===== config.mk =====
export PLATFORM = sky130hd
export DESIGN_NAME = multicycle_ctl
export DESIGN_NICKNAME = d
export VERILOG_FILES = /design/src/rtl/multicycle_ctl.sv
export SDC_FILE = /design/constraint.sdc
export NUM_CORES = 1
export LEC_CHECK = 0
export CORE_MARGIN = 5
export CORE_UTILIZATION = 37
export CTS_CLUSTER_DIAMETER = 60
export CTS_CLUSTER_SIZE = 24
export DETAILED_ROUTE_END_ITERATION = 10
export MAX_ROUTING_LAYER = met4
export PLACE_DENSITY_LB_ADDON = 0.12
export SYNTH_ARGS = -nofsm -noshare
export SYNTH_HDL_FRONTEND = slang
export SYNTH_SLANG_ARGS = --single-unit

===== constraint.sdc =====
create_clock -name clk -period 2.5 [get_ports clk]
set_clock_uncertainty 0.1 [all_clocks]
set_input_delay 0.625 -clock clk [delete_from_list [all_inputs] [get_ports clk]]
set_output_delay 0.625 -clock clk [all_outputs]
set_load 0.005 [all_outputs]

===== src/rtl/multicycle_ctl.sv =====
// multicycle_ctl: Moore sequencer for the fibcore multi-cycle datapath.
// Steps fetch/decode/execute/memory/writeback, driving mux selects, write
// enables and ALU control, and stalls on a req/ready memory handshake.
module multicycle_ctl (
    input  logic       clk,
    input  logic       rst,
    input  logic [6:0] op,
    input  logic [2:0] funct3,
    input  logic       funct7,
    input  logic       zero,
    input  logic       mem_ready,
    output logic       mem_req,
    output logic       mem_write,
    output logic       adr_src,
    output logic       ir_write,
    output logic       pc_write,
    output logic [1:0] alu_src_a,
    output logic [1:0] alu_src_b,
    output logic [2:0] alu_ctl,
    output logic [1:0] imm_src,
    output logic [1:0] result_src,
    output logic       reg_write,
    output logic       retire,
    output logic       halted,
    output logic [3:0] dbg_state
);

    typedef enum logic [3:0] {
        FETCH    = 4'd0,
        DECODE   = 4'd1,
        MEMADR   = 4'd2,
        MEMREAD  = 4'd3,
        MEMWB    = 4'd4,
        MEMWRITE = 4'd5,
        EXEC_R   = 4'd6,
        EXEC_I   = 4'd7,
        ALUWB    = 4'd8,
        BRANCH   = 4'd9,
        JAL      = 4'd10,
        TRAP     = 4'd15
    } state_t;

    localparam logic [6:0] OP_LW   = 7'b0000011;
    localparam logic [6:0] OP_SW   = 7'b0100011;
    localparam logic [6:0] OP_R    = 7'b0110011;
    localparam logic [6:0] OP_ADDI = 7'b0010011;
    localparam logic [6:0] OP_BR   = 7'b1100011;
    localparam logic [6:0] OP_JAL  = 7'b1101111;

    state_t state_q, state_d;

    // State register; reset always lands in FETCH.
    always_ff @(posedge clk) begin
        if (rst) begin
            state_q <= FETCH;
        end else begin
            state_q <= state_d;
        end
    end

    // Next-state and Moore outputs; everything is forced to 0 while rst is high
    // so a reset mid-request drops mem_req immediately.
    always_comb begin
        state_d    = state_q;
        mem_req    = 1'b0;
        mem_write  = 1'b0;
        adr_src    = 1'b0;
        ir_write   = 1'b0;
        pc_write   = 1'b0;
        alu_src_a  = 2'b00;
        alu_src_b  = 2'b00;
        alu_ctl    = 3'b000;
        imm_src    = 2'b00;
        result_src = 2'b00;
        reg_write  = 1'b0;
        retire     = 1'b0;
        halted     = 1'b0;
        dbg_state  = 4'd0;

        if (!rst) begin
            dbg_state = state_q;
            case (state_q)
                FETCH: begin
                    mem_req    = 1'b1;
                    alu_src_b  = 2'b10;
                    result_src = 2'b10;
                    ir_write   = mem_ready;
                    pc_write   = mem_ready;
                    if (mem_ready) state_d = DECODE;
                end
                DECODE: begin
                    alu_src_a = 2'b01;
                    alu_src_b = 2'b01;
                    imm_src   = (op == OP_JAL) ? 2'b11 : 2'b10;
                    case (op)
                        OP_LW, OP_SW: state_d = (funct3 == 3'b010) ? MEMADR : TRAP;
                        OP_R:         state_d = (funct3 == 3'b000) ? EXEC_R : TRAP;
                        OP_ADDI:      state_d = (funct3 == 3'b000) ? EXEC_I : TRAP;
                        OP_BR:        state_d = (funct3 == 3'b000 || funct3 == 3'b001) ? BRANCH : TRAP;
                        OP_JAL:       state_d = JAL;
                        default:      state_d = TRAP;
                    endcase
                end
                MEMADR: begin
                    alu_src_a = 2'b10;
                    alu_src_b = 2'b01;
                    imm_src   = (op == OP_SW) ? 2'b01 : 2'b00;
                    state_d   = (op == OP_SW) ? MEMWRITE : MEMREAD;
                end
                MEMREAD: begin
                    mem_req = 1'b1;
                    adr_src = 1'b1;
                    if (mem_ready) state_d = MEMWB;
                end
                MEMWB: begin
                    result_src = 2'b01;
                    reg_write  = 1'b1;
                    retire     = 1'b1;
                    state_d    = FETCH;
                end
                MEMWRITE: begin
                    mem_req   = 1'b1;
                    mem_write = 1'b1;
                    adr_src   = 1'b1;
                    retire    = mem_ready;
                    if (mem_ready) state_d = FETCH;
                end
                EXEC_R: begin
                    alu_src_a = 2'b10;
                    alu_ctl   = funct7 ? 3'b001 : 3'b000;
                    state_d   = ALUWB;
                end
                EXEC_I: begin
                    alu_src_a = 2'b10;
                    alu_src_b = 2'b01;
                    state_d   = ALUWB;
                end
                ALUWB: begin
                    reg_write = 1'b1;
                    retire    = 1'b1;
                    state_d   = FETCH;
                end
                BRANCH: begin
                    alu_src_a = 2'b10;
                    alu_ctl   = 3'b001;
                    retire    = 1'b1;
                    pc_write  = (funct3 == 3'b000) ? zero : ~zero;
                    state_d   = FETCH;
                end
                JAL: begin
                    alu_src_a = 2'b01;
                    alu_src_b = 2'b10;
                    pc_write  = 1'b1;
                    state_d   = ALUWB;
                end
                TRAP: begin
                    halted  = 1'b1;
                    state_d = TRAP;
                end
                default: begin
                    state_d = TRAP;
                end
            endcase
        end
    end

endmodule


==> summary.md <==
| Metric | Value |
|---|---|
| EDFF count, synth | `0` |
| Hold_ws | `0.5122 ns` |
| Ratio of cells with drive above 1 in the final layout | `35.11%` |
| CTS clk-pin slew, worst paths | `0.04 ns` |
| R2R depth | `6` |
| Gr usage total | `17.16%` |
| First-pass GRT wire length | `4602 um` |
| Nets | `205` |
| Max-Cap Viols | `0` |
| Data required, critical path | `1.77 ns` |
| Crit path max-delay family | `buffers and inverters` |
| Post-synth ARST share | `0%` |
| Largest regs | `state_q: 4 flops` |
| Yosys reg bits | `4` |
| Cells after Synth | `129` |
| Final Hold Viols | `0` |
| HP Start | `state_q[3]$_SDFFE_PP0P_` |
| Tmin final | `2.466 ns` |
| Cts bufs inserted | `3` |
| Wire per inst | `13.39 um` |
| Clk Latency, worst-skew pair | `0.24 ns` |
| GRT overflow | `0` |
| Starting Density | `39.27%` |
| Count of distinct cell types in the synthesized netlist | `42` |
| Slowest stage delay, CP | `0.48 ns` |
| Synth warn | `0` |
| Ys flop type | `dfxtp_1` |
| Pre-CTS WS | `-0.5314 ns` |
| Critical path type | `in2out` |
| Sink Count | `4` |
| Final std cells w/o fill | `216` |
| Critical path fanouts, max | `9` |
| Synthesized area | `877.1 sq um` |
| Average cell area after synthesis | `6.799 sq um` |
| IO Port Bufs | `35` |
| # placed instances | `209` |
| Reg-to-Reg Start | `state_q[1]$_SDFFE_PP0P_` |
| Max FFs per register | `4` |
| Fin util | `69.92%` |
| Top reg by flops | `state_q` |
| Complex-gate fraction of the synthesized area | `25.96%` |
| Worst R2R End | `state_q[3]$_SDFFE_PP0P_` |
| Area Growth Syn to Fin | `78.03%` |
| CP endpoint kind | `primary output` |
| Fin. max-slew vios | `0` |
| Boundary pin count | `38` |
| DRT antenna net count | `0` |
| Worst Hold Class | `reg2reg` |
| Critical-path cell list | `clkdlybuf4s15_2, buf_6, nor2_2, buf_4, clkdlybuf4s50_1` |
| CTS tree | `done` |
| Clock Tree Root | `clkbuf_4` |
| Worst setup path start | `rst` |
| Core area | `2233 sq um` |
| Slowest CP cell | `clkdlybuf4s50_1` |
| F_max | `0.4054 GHz` |
| Final weighted congestion in routability-driven placement | `0.8838` |
| Worst hold endpoint | `state_q[1]$_SDFFE_PP0P_` |
| Via Count | `1164` |
| Hold path depth | `2` |
| Final worst path period share | `98.66%` |
| R2R setup slack | `0.91 ns` |
| Largest net degree at the start of global routing | `14` |
| Number of global-route vias before repair | `1047` |
| CP startpoint kind | `input pin` |
| P per Cell Area | `750.4 nW/um^2` |
| XOR/XNOR Fraction of Synth Area | `5.991%` |
| # DRC | `0` |
| Die height | `58.69 um` |
| WP data arrival | `1.74 ns` |
| Core Rows | `17` |
| Endpoints failing setup | `0` |
| Most frequent cells in the layout | `buf_4 (28), nor2_1 (15), dlygate4sd2_1 (14)` |
| CTS max path bufs | `2` |
| Peak supply drop | `0.6382 mV` |
| Drt pass-1 iters | `4` |
| Final Power | `1.172 mW` |
| Commonest non-fill, non-tap cell in the layout | `buf_4` |
| Post-Synth Simple-Gate Area | `46.36%` |
| WL final | `2893 um` |
| DIE WIDTH | `58.69 um` |
| Adder-cell area share of the yosys netlist | `0%` |
| Final WS setup | `0.03350 ns` |
| Mux share of post-synthesis cell area | `1.284%` |
| H-tree depth | `1` |
| DR iter-0 viols | `30` |
| Diodes inserted | `0` |
| Largest family of logic cells by synthesized area | `simple AND/OR/NAND/NOR gates` |
| DIE AREA | `3444 sq um` |
| DPL Wire Length | `2295 um` |
| Status | `complete, no violations` |
| Antenna violations before repair | `0` |
| Static Leakage | `0.7202 nW` |
| Crit path buf inv count | `4` |
| Via density | `5.389` |
| Sequential share of the synthesized area | `9.130%` |
stage by stage:
stage / cell area (sq um) / TNS, ns
floorplan: 880.8 / 0
global placement: 1415 / -4.991
detailed placement: 1415 / -5.427
CTS: 1505 / -0.03113
global route: 1562 / -0.01060
finish: 1562 / 0
layout make-up:
cell class	instances	area [sq um]
multi-input cells	108	779.5
fillers	220	671.9
repair buffers	70	623.1
flip-flops and latches	4	90.09
well taps	28	35.03
clock buffers	3	22.52
inverters	3	11.26
cell usage after synthesis (all sizes together) (2+ instances only):
| master | number | area (sq um) |
|---|---|---|
| nand2 | 6 | 22.52 |
| xor2 | 3 | 26.28 |
| nor2b | 7 | 46.30 |
| xnor2 | 3 | 26.28 |
| nand2b | 7 | 43.79 |
| o21ai | 5 | 25.02 |
| nor4 | 6 | 37.54 |
| a2111oi | 3 | 46.30 |
| clkbuf | 3 | 11.26 |
| nor3 | 8 | 45.04 |
| nor2 | 17 | 63.81 |
| nand3 | 6 | 30.03 |
| nor3b | 2 | 15.01 |
| a311oi | 2 | 17.52 |
| dfxtp | 4 | 80.08 |
| buf | 12 | 72.57 |
| inv | 3 | 11.26 |
| nand4 | 3 | 18.77 |
| and2 | 3 | 20.02 |
| a211oi | 3 | 22.52 |
| a21o | 3 | 23.77 |
| a21oi | 7 | 35.03 |
cells by family after synthesis:
kind of cell / after synthesis
and+or+nand+nor: 69
AOI/OAI and AO/OA: 30
buffers and inverters: 18
xor gates and xnor gates: 6
DFF: 4
muxes: 1
other: 1
tightest hold or removal path: stages, from the launching register on:
cell and delay (ns):
dfxtp_4 0.38, nor2_1 0.12, o32ai_1 0.08
how the worst max path moves through the flow:
| stage | end | slack [ns] | cells past startpoint |
|---|---|---|---|
| after global placement | pc_write | -0.54 | 6 |
| after detailed placement | pc_write | -0.53 | 6 |
| final | result_src[1] | 0.03 | 5 |
| after global routing | result_src[1] | -0.006 | 5 |
| after floorplan | retire | 0.40 | 5 |
| after CTS | retire | -0.03 | 6 |
power breakdown:
group / internal [mW] / switching [mW]
combinational: 0.499 / 0.439
sequential: 0.0985 / 0.0552
clock: 0.0536 / 0.0257
routing by layer:
layer | wire length (um) | track usage (%) | vias up
li1 | - | - | 589
met2 | 1450 | 31.42 | 46
met1 | 1181 | 19.76 | 527
met4 | 21 | 2.265 | 0
met3 | 240 | 3.289 | 2
met5 | 0 | - | -
repair_timing:
action	CTS	global route
endpoints found under the hold margin	0	0
hold buffers	0	0
gates cloned	0	0
pin swaps	5	3
gates resized for setup	47	16
setup endpoints to repair	21	9
buffers inserted	2	2
No activity file was read; power rests on OpenSTA's default activity.
